### src/rtl/mips_ctrl_pkg.sv
// mips_ctrl_pkg: opcode, ALU-control, mux-select and state encodings shared by the
// multicycle main controller. MAIN_CTRL_JUMP_EN selects whether opcode 2 is legal.
`default_nettype none

package mips_ctrl_pkg;

  localparam logic [5:0] OP_R    = 6'd0;
  localparam logic [5:0] OP_J    = 6'd2;
  localparam logic [5:0] OP_BEQ  = 6'd4;
  localparam logic [5:0] OP_ADDI = 6'd8;
  localparam logic [5:0] OP_SUBI = 6'd9;
  localparam logic [5:0] OP_LW   = 6'd35;
  localparam logic [5:0] OP_SW   = 6'd43;

  localparam logic [2:0] ALU_ADD   = 3'b000;
  localparam logic [2:0] ALU_SUBI  = 3'b001;
  localparam logic [2:0] ALU_FUNCT = 3'b010;
  localparam logic [2:0] ALU_BR    = 3'b101;

  localparam logic [1:0] SRCB_REG     = 2'b00;
  localparam logic [1:0] SRCB_FOUR    = 2'b01;
  localparam logic [1:0] SRCB_IMM     = 2'b10;
  localparam logic [1:0] SRCB_IMM_SH2 = 2'b11;

  localparam logic [1:0] PCSRC_ALU    = 2'b00;
  localparam logic [1:0] PCSRC_ALUOUT = 2'b01;
  localparam logic [1:0] PCSRC_JUMP   = 2'b10;

`ifdef MAIN_CTRL_JUMP_EN
  localparam bit JUMP_EN = 1'b1;
`else
  localparam bit JUMP_EN = 1'b0;
`endif

  // Numbering places MEM_WR at 2 so a load walks through 0,1,3,4,5.
  typedef enum logic [3:0] {
    FETCH    = 4'd0,
    DECODE   = 4'd1,
    MEM_WR   = 4'd2,
    MEM_ADDR = 4'd3,
    MEM_RD   = 4'd4,
    WB_MEM   = 4'd5,
    EXEC_R   = 4'd6,
    WB_R     = 4'd7,
    EXEC_I   = 4'd8,
    WB_I     = 4'd9,
    BRANCH   = 4'd10,
    JUMP     = 4'd11
  } state_t;

  function automatic logic opcode_legal(input logic [5:0] op);
    logic legal;
    legal = 1'b0;
    case (op)
      OP_R, OP_BEQ, OP_ADDI, OP_SUBI, OP_LW, OP_SW: legal = 1'b1;
      OP_J:                                         legal = JUMP_EN;
      default:                                      legal = 1'b0;
    endcase
    return legal;
  endfunction

endpackage

`default_nettype wire

### src/rtl/ctrl_out_dec.sv
// ctrl_out_dec: combinational output decode for the main controller; every output
// is forced low while rst is high.
`default_nettype none

module ctrl_out_dec
  import mips_ctrl_pkg::*;
(
  input  state_t      cur_state,
  input  logic [5:0]  opcode,
  input  logic        mem_ready,
  input  logic        rst,
  output logic        pc_write,
  output logic        pc_write_cond,
  output logic        i_or_d,
  output logic        mem_read,
  output logic        mem_write,
  output logic        ir_write,
  output logic        mem_to_reg,
  output logic        reg_dst,
  output logic        reg_write,
  output logic        alu_src_a,
  output logic [1:0]  alu_src_b,
  output logic [1:0]  pc_source,
  output logic [2:0]  alu_op,
  output logic        illegal,
  output logic [3:0]  state
);

  always_comb begin
    pc_write      = 1'b0;
    pc_write_cond = 1'b0;
    i_or_d        = 1'b0;
    mem_read      = 1'b0;
    mem_write     = 1'b0;
    ir_write      = 1'b0;
    mem_to_reg    = 1'b0;
    reg_dst       = 1'b0;
    reg_write     = 1'b0;
    alu_src_a     = 1'b0;
    alu_src_b     = SRCB_REG;
    pc_source     = PCSRC_ALU;
    alu_op        = ALU_ADD;
    illegal       = 1'b0;
    state         = 4'd0;
    if (!rst) begin
      state = cur_state;
      case (cur_state)
        FETCH: begin
          mem_read  = 1'b1;
          alu_src_b = SRCB_FOUR;
          ir_write  = mem_ready;
          pc_write  = mem_ready;
        end
        DECODE: begin
          alu_src_b = SRCB_IMM_SH2;
          illegal   = !opcode_legal(opcode);
        end
        MEM_ADDR: begin
          alu_src_a = 1'b1;
          alu_src_b = SRCB_IMM;
        end
        MEM_RD: begin
          mem_read = 1'b1;
          i_or_d   = 1'b1;
        end
        WB_MEM: begin
          reg_write  = 1'b1;
          mem_to_reg = 1'b1;
        end
        MEM_WR: begin
          mem_write = 1'b1;
          i_or_d    = 1'b1;
        end
        EXEC_R: begin
          alu_src_a = 1'b1;
          alu_op    = ALU_FUNCT;
        end
        WB_R: begin
          reg_write = 1'b1;
          reg_dst   = 1'b1;
        end
        EXEC_I: begin
          alu_src_a = 1'b1;
          alu_src_b = SRCB_IMM;
          alu_op    = (opcode == OP_SUBI) ? ALU_SUBI : ALU_ADD;
        end
        WB_I: begin
          reg_write = 1'b1;
        end
        BRANCH: begin
          alu_src_a     = 1'b1;
          alu_op        = ALU_BR;
          pc_write_cond = 1'b1;
          pc_source     = PCSRC_ALUOUT;
        end
        JUMP: begin
          pc_write  = 1'b1;
          pc_source = PCSRC_JUMP;
        end
        default: begin
        end
      endcase
    end
  end

endmodule

`default_nettype wire

### src/rtl/main_ctrl_fsm.sv
// main_ctrl_fsm: multicycle MIPS main controller (state register + next state).
// Build option MAIN_CTRL_JUMP_EN enables the J instruction (opcode 2).
`default_nettype none

module main_ctrl_fsm
  import mips_ctrl_pkg::*;
(
  input  logic        clk,
  input  logic        rst,
  input  logic [5:0]  opcode,
  input  logic        mem_ready,
  output logic        pc_write,
  output logic        pc_write_cond,
  output logic        i_or_d,
  output logic        mem_read,
  output logic        mem_write,
  output logic        ir_write,
  output logic        mem_to_reg,
  output logic        reg_dst,
  output logic        reg_write,
  output logic        alu_src_a,
  output logic [1:0]  alu_src_b,
  output logic [1:0]  pc_source,
  output logic [2:0]  alu_op,
  output logic        illegal,
  output logic [3:0]  state
);

  state_t cur_state;
  state_t nxt_state;

  always_ff @(posedge clk) begin
    if (rst) cur_state <= FETCH;
    else     cur_state <= nxt_state;
  end

  always_comb begin
    nxt_state = cur_state;
    case (cur_state)
      FETCH:    if (mem_ready) nxt_state = DECODE;
      DECODE: begin
        case (opcode)
          OP_R:             nxt_state = EXEC_R;
          OP_ADDI, OP_SUBI: nxt_state = EXEC_I;
          OP_LW, OP_SW:     nxt_state = MEM_ADDR;
          OP_BEQ:           nxt_state = BRANCH;
          OP_J:             nxt_state = JUMP_EN ? JUMP : FETCH;
          default:          nxt_state = FETCH;
        endcase
      end
      MEM_ADDR: nxt_state = (opcode == OP_LW) ? MEM_RD : MEM_WR;
      MEM_RD:   if (mem_ready) nxt_state = WB_MEM;
      MEM_WR:   if (mem_ready) nxt_state = FETCH;
      EXEC_R:   nxt_state = WB_R;
      EXEC_I:   nxt_state = WB_I;
      default:  nxt_state = FETCH;
    endcase
  end

  ctrl_out_dec u_dec (
    .cur_state     (cur_state),
    .opcode        (opcode),
    .mem_ready     (mem_ready),
    .rst           (rst),
    .pc_write      (pc_write),
    .pc_write_cond (pc_write_cond),
    .i_or_d        (i_or_d),
    .mem_read      (mem_read),
    .mem_write     (mem_write),
    .ir_write      (ir_write),
    .mem_to_reg    (mem_to_reg),
    .reg_dst       (reg_dst),
    .reg_write     (reg_write),
    .alu_src_a     (alu_src_a),
    .alu_src_b     (alu_src_b),
    .pc_source     (pc_source),
    .alu_op        (alu_op),
    .illegal       (illegal),
    .state         (state)
  );

endmodule

`default_nettype wire

### config.mk
export PLATFORM = sky130hd
export DESIGN_NAME = main_ctrl_fsm
export DESIGN_NICKNAME = d
export VERILOG_FILES = /design/src/rtl/mips_ctrl_pkg.sv /design/src/rtl/ctrl_out_dec.sv /design/src/rtl/main_ctrl_fsm.sv
export SDC_FILE = /design/constraint.sdc
export NUM_CORES = 1
export LEC_CHECK = 0
export CAP_MARGIN = 10
export CORE_AREA = 2 2 39 41
export CTS_BUF_LIST = sky130_fd_sc_hd__clkbuf_4 sky130_fd_sc_hd__clkbuf_8 sky130_fd_sc_hd__clkbuf_16
export DETAILED_ROUTE_END_ITERATION = 10
export DIE_AREA = 0 0 41 43
export DONT_BUFFER_PORTS = 1
export GPL_TIMING_DRIVEN = 0
export SYNTH_ARGS = -nofsm -noshare
export SYNTH_HDL_FRONTEND = slang
export SYNTH_HIERARCHICAL = 1
export SYNTH_SLANG_ARGS = --single-unit
### constraint.sdc
create_clock -name clk -period 2.6 [get_ports clk]
set_input_delay 0.26 -clock clk [delete_from_list [all_inputs] [get_ports clk]]
set_output_delay 0.26 -clock clk [all_outputs]
set_load 0.03 [all_outputs]
==> results of run 1 <==
[final timing paths]
kind,from,to,slack [ns]
max,cur_state[3],alu_op[0],0.18
min reg2reg,cur_state[2],cur_state[3],0.65
max reg2reg,cur_state[1],cur_state[1],1.28
min,opcode[5],cur_state[1],0.25
[worst max-delay path: stages, from the launching register on]
cell	delay, ns
dfxtp_1	0.42
buf_2	0.27
nand2b_1	0.21
nor4_1	1.03
[cell usage in the layout (no fill, tap or decap), types with 2 or more instances in the layout]
cell type | Yosys | final
a21oi_1 | 5 | 5
and3_1 | 2 | 2
and3b_1 | 2 | 2
buf_2 | 6 | 6
clkbuf_4 | 0 | 3
dfxtp_1 | 4 | 4
mux2i_1 | 2 | 2
nand2_1 | 4 | 4
nand2b_1 | 4 | 4
nor2_1 | 9 | 9
nor2b_1 | 4 | 4
nor3_1 | 3 | 3
nor3b_1 | 5 | 3
nor3b_2 | 0 | 2
nor4_1 | 3 | 3
nor4b_1 | 2 | 2
[final cells by class]
type | instances | share of cell area
clock buffers | 3 | 0.03340
multi-input cells | 70 | 0.7403
plain buffers | 8 | 0.07236
inverters | 1 | 0.005566
flip-flops and latches | 4 | 0.1187
well taps | 16 | 0.02968
[report_power, final]
| part | internal (mW) | leakage [nW] | switching, mW |
|---|---|---|---|
| Combinational | 0.0331 | 0.206 | 0.0587 |
| Sequential | 0.0649 | 0.0325 | 0.00528 |
| Clock | 0.0515 | 0.0138 | 0.0235 |
| Total | 0.150 | 0.252 | 0.0875 |
[cells by family (layout without fill, tap and decap cells)]
kind of cell           after synthesis  count (layout)  share of synthesized area
AO/OA/AOI/OAI                       17              17                     0.1972
buffers and inverters                9              12                    0.08537
AND/OR/NAND/NOR                     49              49                     0.5264
flip-flops                           4               4                     0.1301
multiplexers                         2               2                    0.03252
XOR/XNOR                             2               2                    0.02846
[timing repair]
action	in CTS	in global routing
hold buffers	0	0
cloned	0	0
resized for setup	1	2
setup endpoints to repair	1	2
[metal layers]
layer | share of wire | vias up
met1 | 0.45 | 302
met2 | 0.48 | 15
met3 | 0.066 | 0
met5 | 0 | -
met4 | 0 | 0
li1 | - | 319
[stage by stage]
step | hold WS [ns] | total power, mW
after floorplan | 0.4475 | 0.1505
after global placement | 0.5011 | 0.1596
after detailed placement | 0.4893 | 0.1606
after CTS | 0.2450 | 0.2395
after global routing | 0.2344 | 0.2570
final | 0.2510 | 0.2370
==> summary.txt, run 1 <==
Drt
  • Avg Vias per Cell: 6.235
  • Via count: 636
  • Drt total wl: 1431 um
  • Post-route ant nets: 0
  • Detailed Routing Iterations Pass 1: 4
  • DRC: 0
  • Starting DRT DRC Count: 14
  • WL per Instance: 14.03 um

Place
  • DP HPWL: 1090 um
  • Placed insts: 99
  • Placer Congestion: 0.7021
  • Port Buf Inserts: 0
  • Post-DP Area: 635.6 um2
  • Place WS: 0.1275 ns

STA
  • Final hold vios: 0
  • Setup Skew: 0.0007375 ns
  • Setup-failing EPs final: 0
  • Worst Tran Pin Value: 1.268 ns
  • RSZ-0062 raised after global routing: no
  • Final Max Tran Viols: 0
  • Fmax: 413.7 MHz
  • Final min period: 2.417 ns
  • Slew headroom: 0.1468
  • Setup TNS: 0 ns
  • Worst Slack Setup Final: 0.1826 ns
  • Final period util: 0.9298

Setup path
  • R2R cell count: 5
  • Setup CP Type: flip-flop to output port
  • Critical Path Fanout Max: 10
  • Startpoint types: flip-flop
  • Data arrival time of the worst path: 2.16 ns
  • CP endpoint kind: output port
  • Worst EP required: 2.34 ns

Clocking
  • TritonCTS clock tree: done
  • Htree depth: 1
  • Worst skew pair latency: 0.23 ns
  • TritonCTS Buffers: 3
  • Worst-path clk slew: 0.04 ns
  • Max Root-Sink Buffers: 2
  • Root buffer cell: clkbuf_4
  • Postcts setup bufs: 0
  • Number of clock sinks: 4

Cells and area
  • Area growth from synthesis to layout: 9.553%
  • Fill cells: 150
  • Post-route cell area: 674.4 um2
  • Final #Nets: 97
  • Largest regs: cur_state (4)
  • Largest Register: cur_state
  • Reg area: 80.08 um2
  • Share of layout cells above drive strength 1: 0.2093
  • Final core utilization: 0.4873
  • Antenna cells: 0
  • Post-route insts no fill: 102
  • Max reg flops: 4
  • Footprint of the multi-input gates: 499.2 um2

Synthesis
  • Top-area cell type share of the netlist area: 0.1301
  • Synth warn: 6
  • #FFs+latches synth: 4
  • EDFF count, synth: 0
  • Mapped Cells: 83
  • Sequential area share after synthesis: 0.1301
  • Synth Net Count: 92
  • Synth Area per Inst: 7.417 um2
  • Post-synth top cells: nor2_1, buf_2, a21oi_1, nor3b_1
  • Predominant post-synthesis flop cell: dfxtp_1
  • Largest cells by area after synthesis: dfxtp_1, nor3b_1, nor2_1
  • Post-Syn Area: 615.6 um2
  • Leading area contributor after synthesis: dfxtp_1
  • Top-count cell post-synth: nor2_1
  • Synth unique cells: 41
  • FFs w/ async S/R, synth: 0

Min path
  • Hold Path Cell Cnt: 2
  • Worst min path class: primary input to flip-flop

Global routing
  • Largest net degree at the start of global routing: 11
  • Vias in the first global route: 532
  • First-pass GRT wire length: 2373 um
  • Gr busiest metal: met2
  • Met2 Usage GRT: 0.2813
  • Total GRT Usage: 0.1899
  • M1 GR Usage: 0.2516
  • GRT Residual Overflow: 0
  • GR Util met3: 0.04712
  • Antenna violations before repair: 0

Outcome
  • Outcome: complete, no violations

Floorplan
  • Num rows: 14
  • Die width: 41 um
  • I/O pin cnt: 31
  • DIE HEIGHT: 43 um
  • Std-Cell Core Area: 0.001384 mm2
  • Die area: 0.001763 mm2
  • Initial Util: 0.4448

Run
  • Max_cap viols: 0

Pwr
  • Leakage: 0.2518 nW
  • PwrDens: 351.4 mW/mm2
  • Peak supply drop: 0.0002250 V
Power figures use the tool's default switching activity.
==> run 2: changes to the inputs <==
Clock period 2.6 ns to 2.1 ns, I/O delays scaled along.
==> run 2 against run 1 <==
Effect of this change:
- non-clock buffer count is 3 higher
- sequential power is 23% higher
- sequential share of layout area is 1.1 points lower
- hold slack worse by 0.055 ns
- final cell count is 2.9% higher
- clock skew is 0.0054 ns higher
- critical endpoint is now illegal
- largest power group unchanged
==> summary.txt, run 2 (synthesis results as in run 1) <==
Floorplan
  • Die area: 0.001763 mm2 (unchanged)
  • Die width: 41 um (unchanged)
  • Num rows: 14 (unchanged)
  • DIE HEIGHT: 43 um (unchanged)
  • Initial Util: 0.4448 (unchanged)
  • Std-Cell Core Area: 0.001384 mm2 (unchanged)
  • I/O pin cnt: 31 (unchanged)

Place
  • Placer Congestion: 0.6745 (-3.9%)
  • DP HPWL: 1124 um (+3.2%)
  • Port Buf Inserts: 0 (unchanged)
  • Place WS: -0.09663 ns (-0.2241 ns)
  • Placed insts: 99 (unchanged)
  • Post-DP Area: 645.6 um2 (+1.6%)

STA
  • Hold slack: 0.1955 ns (-0.05547 ns)
  • Setup-failing EPs final: 0 (unchanged)
  • Worst Tran Pin Value: 0.7897 ns (-0.4784 ns)
  • Setup Skew: 0.006186 ns (+0.005448 ns)
  • Fmax: 484.8 MHz
  • RSZ-0062 raised after global routing: yes
  • Worst Slack Setup Final: 0.03710 ns (-0.1455 ns)
  • Final period util: 0.9823
  • Final hold vios: 0 (unchanged)
  • Setup TNS: 0 ns (unchanged)
  • Slew headroom: 0.4660 (+0.3191)
  • Final Max Tran Viols: 0 (unchanged)
  • Final min period: 2.063 ns

Drt
  • DRC: 0 (unchanged)
  • Drt total wl: 1475 um (+3.1%)
  • WL per Instance: 14.05 um (+0.13%)
  • Avg Vias per Cell: 6.019 (-3.5%)
  • Starting DRT DRC Count: 11 (-3)
  • Post-route ant nets: 0 (unchanged)
  • Detailed Routing Iterations Pass 1: 4 (unchanged)
  • Via count: 632 (-0.63%)

Clocking
  • Root buffer cell: clkbuf_4
  • Htree depth: 1 (unchanged)
  • TritonCTS clock tree: done
  • Worst skew pair latency: 0.23 ns (about the same)
  • TritonCTS Buffers: 3 (unchanged)
  • Number of clock sinks: 4 (unchanged)
  • Worst-path clk slew: 0.04 ns (about the same)
  • Max Root-Sink Buffers: 2 (unchanged)
  • CTS Hold Buffers Added: 0 (unchanged)

Cells and area
  • Final core utilization: 0.5696 (+0.08228)
  • Largest Register: cur_state
  • Commonest non-fill, non-tap cell in the layout: nor2_1
  • Final #Nets: 100 (+3.1%)
  • Commonest non-fill, non-tap cells in the layout: nor2_1, a21oi_1, buf_2, nand2_1, clkbuf_4
  • Antenna cells: 0 (unchanged)
  • Post-route insts no fill: 105 (+2.9%)
  • Post-route cell area: 788.3 um2 (+17%)
  • Max reg flops: 4 (unchanged)
  • Fill cells: 146 (-2.7%)
  • Area growth from synthesis to layout: 28.05%
  • Share of layout cells above drive strength 1: 0.3596 (+0.1502)
  • Largest regs: cur_state (4)

Global routing
  • Antenna violations before repair: 0 (unchanged)
  • First-pass GRT wire length: 2325 um (-2.0%)
  • Largest net degree at the start of global routing: 11 (unchanged)
  • Total GRT Usage: 0.1837 (-0.006215)
  • GRT Residual Overflow: 0 (unchanged)
  • Vias in the first global route: 567 (+6.6%)

Setup path
  • Setup CP Type: flip-flop to output port
  • R2r startpoint: cur_state[3]
  • Critical path's slowest cell: nor4_4
  • Critical Path Fanout Max: 6 (-4)
  • CP cell instances: buf_8 -> nor4_4 -> nand2_1 -> a211oi_4
  • Critical Path Source: cur_state[3]
  • Startpoint types: flip-flop
  • CP peak stage delay: 0.54 ns (-0.49 ns)
  • Worst EP required: 1.89 ns (-0.45 ns)
  • CP endpoint kind: output port
  • Data arrival time of the worst path: 1.85 ns (-0.31 ns)
  • R2r setup slk: 0.78 ns (-0.50 ns)

Outcome
  • Outcome: complete, no violations

Pwr
  • PwrDens: 386.0 mW/mm2 (+9.8%)
  • Leakage: 0.2819 nW (+12%)
  • Peak supply drop: 0.0003385 V (+50%)
  • Total power: 0.3042 mW (+28%)

Run
  • Max_cap viols: 0 (unchanged)

Min path
  • Worst min path class: primary input to flip-flop
  • HP Start: opcode[5]
[run 2: final timing paths]
| path | end | depth (start not counted) |
|---|---|---|
| max | illegal | 4 |
| min | cur_state[1] | 2 |
| max reg2reg | cur_state[3] | 4 |
| min reg2reg | cur_state[3] | 1 |
[run 2: worst max-delay path: cells and delay by family, from the launching register on]
family | cells | cell delay (ns)
flip-flops | 1 | 0.36
AO/OA/AOI/OAI | 1 | 0.43
buffers and inverters | 1 | 0.13
AND/OR/NAND/NOR | 2 | 0.72
[run 2: area by class of cell]
class,count,area (um2),share of cell area
multi-input cells,70,560.5,0.7111
flip-flops and latches,4,85.08,0.1079
plain buffers,8,61.31,0.07778
repair buffers,3,35.03,0.04444
clock buffers,3,22.52,0.02857
well taps,16,20.02,0.02540
inverters,1,3.754,0.004762
[run 2: what timing repair did]
action | CTS | global route
resized for setup | 8 | 14
buffers inserted | 0 | 3
endpoints found under the setup margin | 10 | 9
pin swaps | 2 | 3
[run 2: per-layer routing]
metal | GRT usage | share of wire | vias to the layer above
met5 | 0 | 0 | -
met2 | 0.3063 | 0.50 | 14
li1 | - | - | 322
met4 | 0.05333 | 0 | 0
met1 | 0.2154 | 0.45 | 296
met3 | 0.05236 | 0.050 | 0
[run 2: power breakdown]
group	switching (mW)	total [mW]	internal, mW	leakage, nW
Clock	0.0269	0.0905	0.0636	0.0138
Sequential	0.00708	0.0863	0.0792	0.0338
Combinational	0.0800	0.127	0.0474	0.234
Total	0.114	0.304	0.190	0.282
==> run 3: changes to the inputs <==
Settings changed: RECOVER_POWER set to 50.
==> run 3 against run 2 <==
Effect of this change:
- core utilization shrank 0.090 points
- register-to-register slack got worse by 0.09 ns
- die area did not move
- critical path depth unchanged
- setup slack worse by 0.0014 ns
- global-route usage did not move
- maximum frequency about the same
- sequential share of layout area hardly changed
- routed wire length down 0.34%
- largest cell class unchanged
- via count down 0.63%
==> summary.txt, run 3 (synthesis results as in run 1) <==
Drt
  • Starting DRT DRC Count: 9 (-2)
  • DRC: 0 (unchanged)
  • Post-route ant nets: 0 (unchanged)
  • Detailed Routing Iterations Pass 1: 4 (unchanged)
  • Via count: 628 (-0.63%)
  • Avg Vias per Cell: 5.981 (-0.63%)
  • WL per Instance: 14.00 um (-0.34%)
  • Drt total wl: 1470 um (-0.34%)

Global routing
  • Largest net degree at the start of global routing: 11 (unchanged)
  • GRT Residual Overflow: 0 (unchanged)
  • Antenna violations before repair: 0 (unchanged)
  • First-pass GRT wire length: 2325 um (unchanged)
  • Total GRT Usage: 0.1837 (unchanged)
  • Vias in the first global route: 567 (unchanged)

Place
  • Placer Congestion: 0.6745 (unchanged)
  • DP HPWL: 1124 um (unchanged)
  • Placed insts: 99 (unchanged)
  • Place WS: -0.09663 ns (unchanged)
  • Post-DP Area: 645.6 um2 (unchanged)
  • Port Buf Inserts: 0 (unchanged)

Cells and area
  • Max reg flops: 4 (unchanged)
  • Final #Nets: 100 (unchanged)
  • Fill cells: 147 (+0.68%)
  • Largest Register: cur_state
  • Antenna cells: 0 (unchanged)
  • Commonest non-fill, non-tap cells in the layout: nor2_1, a21oi_1, nand2_1, clkbuf_4
  • Final core utilization: 0.5687 (-0.0009040)
  • Share of layout cells above drive strength 1: 0.3483 (-0.01124)
  • Commonest non-fill, non-tap cell in the layout: nor2_1
  • Post-route cell area: 787.0 um2 (-0.16%)
  • Post-route insts no fill: 105 (unchanged)
  • Area growth from synthesis to layout: 27.85%
  • Largest regs: cur_state (4)

Pwr
  • Switching Share: 0.3753 (+0.0004137)
  • Power share of the clock group: 0.297 (about the same)
  • Internal: 0.1901 mW (about the same)
  • PwrDens: 386.7 mW/mm2 (+0.19%)
  • Total power: 0.3043 mW (about the same)
  • Logic pwr share: 0.419 (about the same)
  • Sequential power share: 0.284 (about the same)
  • Peak supply drop: 0.0003383 V (about the same)
  • P_sw: 0.1142 mW (+0.14%)
  • Leakage: 0.2775 nW (-1.6%)

STA
  • Worst Slack Setup Final: 0.03573 ns (-0.001371 ns)
  • Final hold vios: 0 (unchanged)
  • Fmax: 484.4 MHz (about the same)
  • Final Max Tran Viols: 0 (unchanged)
  • Final period util: 0.9830 (about the same)
  • Setup-failing EPs final: 0 (unchanged)
  • Setup TNS: 0 ns (unchanged)
  • Final min period: 2.064 ns (+0.001371 ns)
  • Slew headroom: 0.4660 (about the same)
  • Setup Skew: 0.006152 ns (-0.00003372 ns)
  • Worst Tran Pin Value: 0.7897 ns (+0.000005960 ns)
  • Hold slack: 0.1971 ns (+0.001606 ns)
  • RSZ-0062 raised after global routing: yes

Min path
  • Worst min path class: primary input to flip-flop

Setup path
  • Worst EP required: 1.89 ns (about the same)
  • Setup CP Type: flip-flop to output port
  • CP cell instances: buf_8 -> nor4_4 -> nand2_1 -> a211oi_4
  • CP endpoint kind: output port
  • R2r setup slk: 0.69 ns (-0.09 ns)
  • Critical Path Fanout Max: 6 (unchanged)
  • Critical path's slowest cell: nor4_4
  • Cell family with most CP delay: simple AND/OR/NAND/NOR gates
  • CP peak stage delay: 0.54 ns (about the same)
  • Crit path buffers/inverters: 1 (unchanged)
  • Data arrival time of the worst path: 1.85 ns (about the same)
  • Startpoint types: flip-flop

Floorplan
  • Die width: 41 um (unchanged)
  • DIE HEIGHT: 43 um (unchanged)
  • Std-Cell Core Area: 0.001384 mm2 (unchanged)
  • I/O pin cnt: 31 (unchanged)
  • Initial Util: 0.4448 (unchanged)
  • Die area: 0.001763 mm2 (unchanged)
  • Num rows: 14 (unchanged)

Clocking
  • Worst-path clk slew: 0.04 ns (about the same)
  • Max Root-Sink Buffers: 2 (unchanged)
  • Root buffer cell: clkbuf_4
  • Worst skew pair latency: 0.23 ns (about the same)
  • CTS Hold Buffers Added: 0 (unchanged)
  • Htree depth: 1 (unchanged)
  • TritonCTS Buffers: 3 (unchanged)
  • Number of clock sinks: 4 (unchanged)
  • TritonCTS clock tree: done

Outcome
  • Outcome: complete, no violations

Run
  • Max_cap viols: 0 (unchanged)
## run 3: cell count changes in the layout (fill, tap and decap cells not counted), sizes merged
cell / change
clkbuf: +1
buf: -1
## run 3: final timing paths
| kind | startpoint | cells past startpoint | to |
|---|---|---|---|
| worst max-delay path | cur_state[3] | 4 | illegal |
| worst min-delay path | opcode[5] | 2 | cur_state[1] |
| worst max register to register | cur_state[1] | 5 | cur_state[1] |
| worst min register to register | cur_state[2] | 1 | cur_state[3] |
## run 3: worst reg2reg max path, delay by kind of cell (launching register included)
family | cells | cell delay (ns)
DFF | 1 | 0.39
AOI/OAI and AO/OA | 2 | 0.23
buffers and inverters | 1 | 0.32
and+or+nand+nor | 2 | 0.34
## run 3: what timing repair did
item / CTS / global route
gates resized for setup: 8 / 14
pin swaps: 2 / 3
buffers inserted: 0 / 3
endpoints found under the setup margin: 10 / 9
## run 3: metal layers
layer  GRT usage  routed length, um  up-vias
met5           0                  0        -
met4     0.05333                  0        0
met3     0.05236                 74        0
met2      0.3063                736       14
met1      0.2154                660      292
li1            -                  -      322
## run 3: power groups by stage
stage / clock (mW) / combinational (mW) / sequential, mW
floorplan: 0 / 0.101 / 0.0861
global placement: 0 / 0.111 / 0.0880
detailed placement: 0 / 0.112 / 0.0884
CTS: 0.0953 / 0.121 / 0.0873
global route: 0.100 / 0.138 / 0.0869
finish: 0.0905 / 0.127 / 0.0864
## run 3: area by class of cell
cell class | count | area [um2] | area share
inverter | 1 | 3.754 | 0.004769
buffer | 8 | 60.06 | 0.07631
timing repair buffer | 3 | 35.03 | 0.04452
sequential | 4 | 85.08 | 0.1081
tap | 16 | 20.02 | 0.02544
clock buffer | 3 | 22.52 | 0.02862
multi-input combinational | 70 | 560.5 | 0.7122
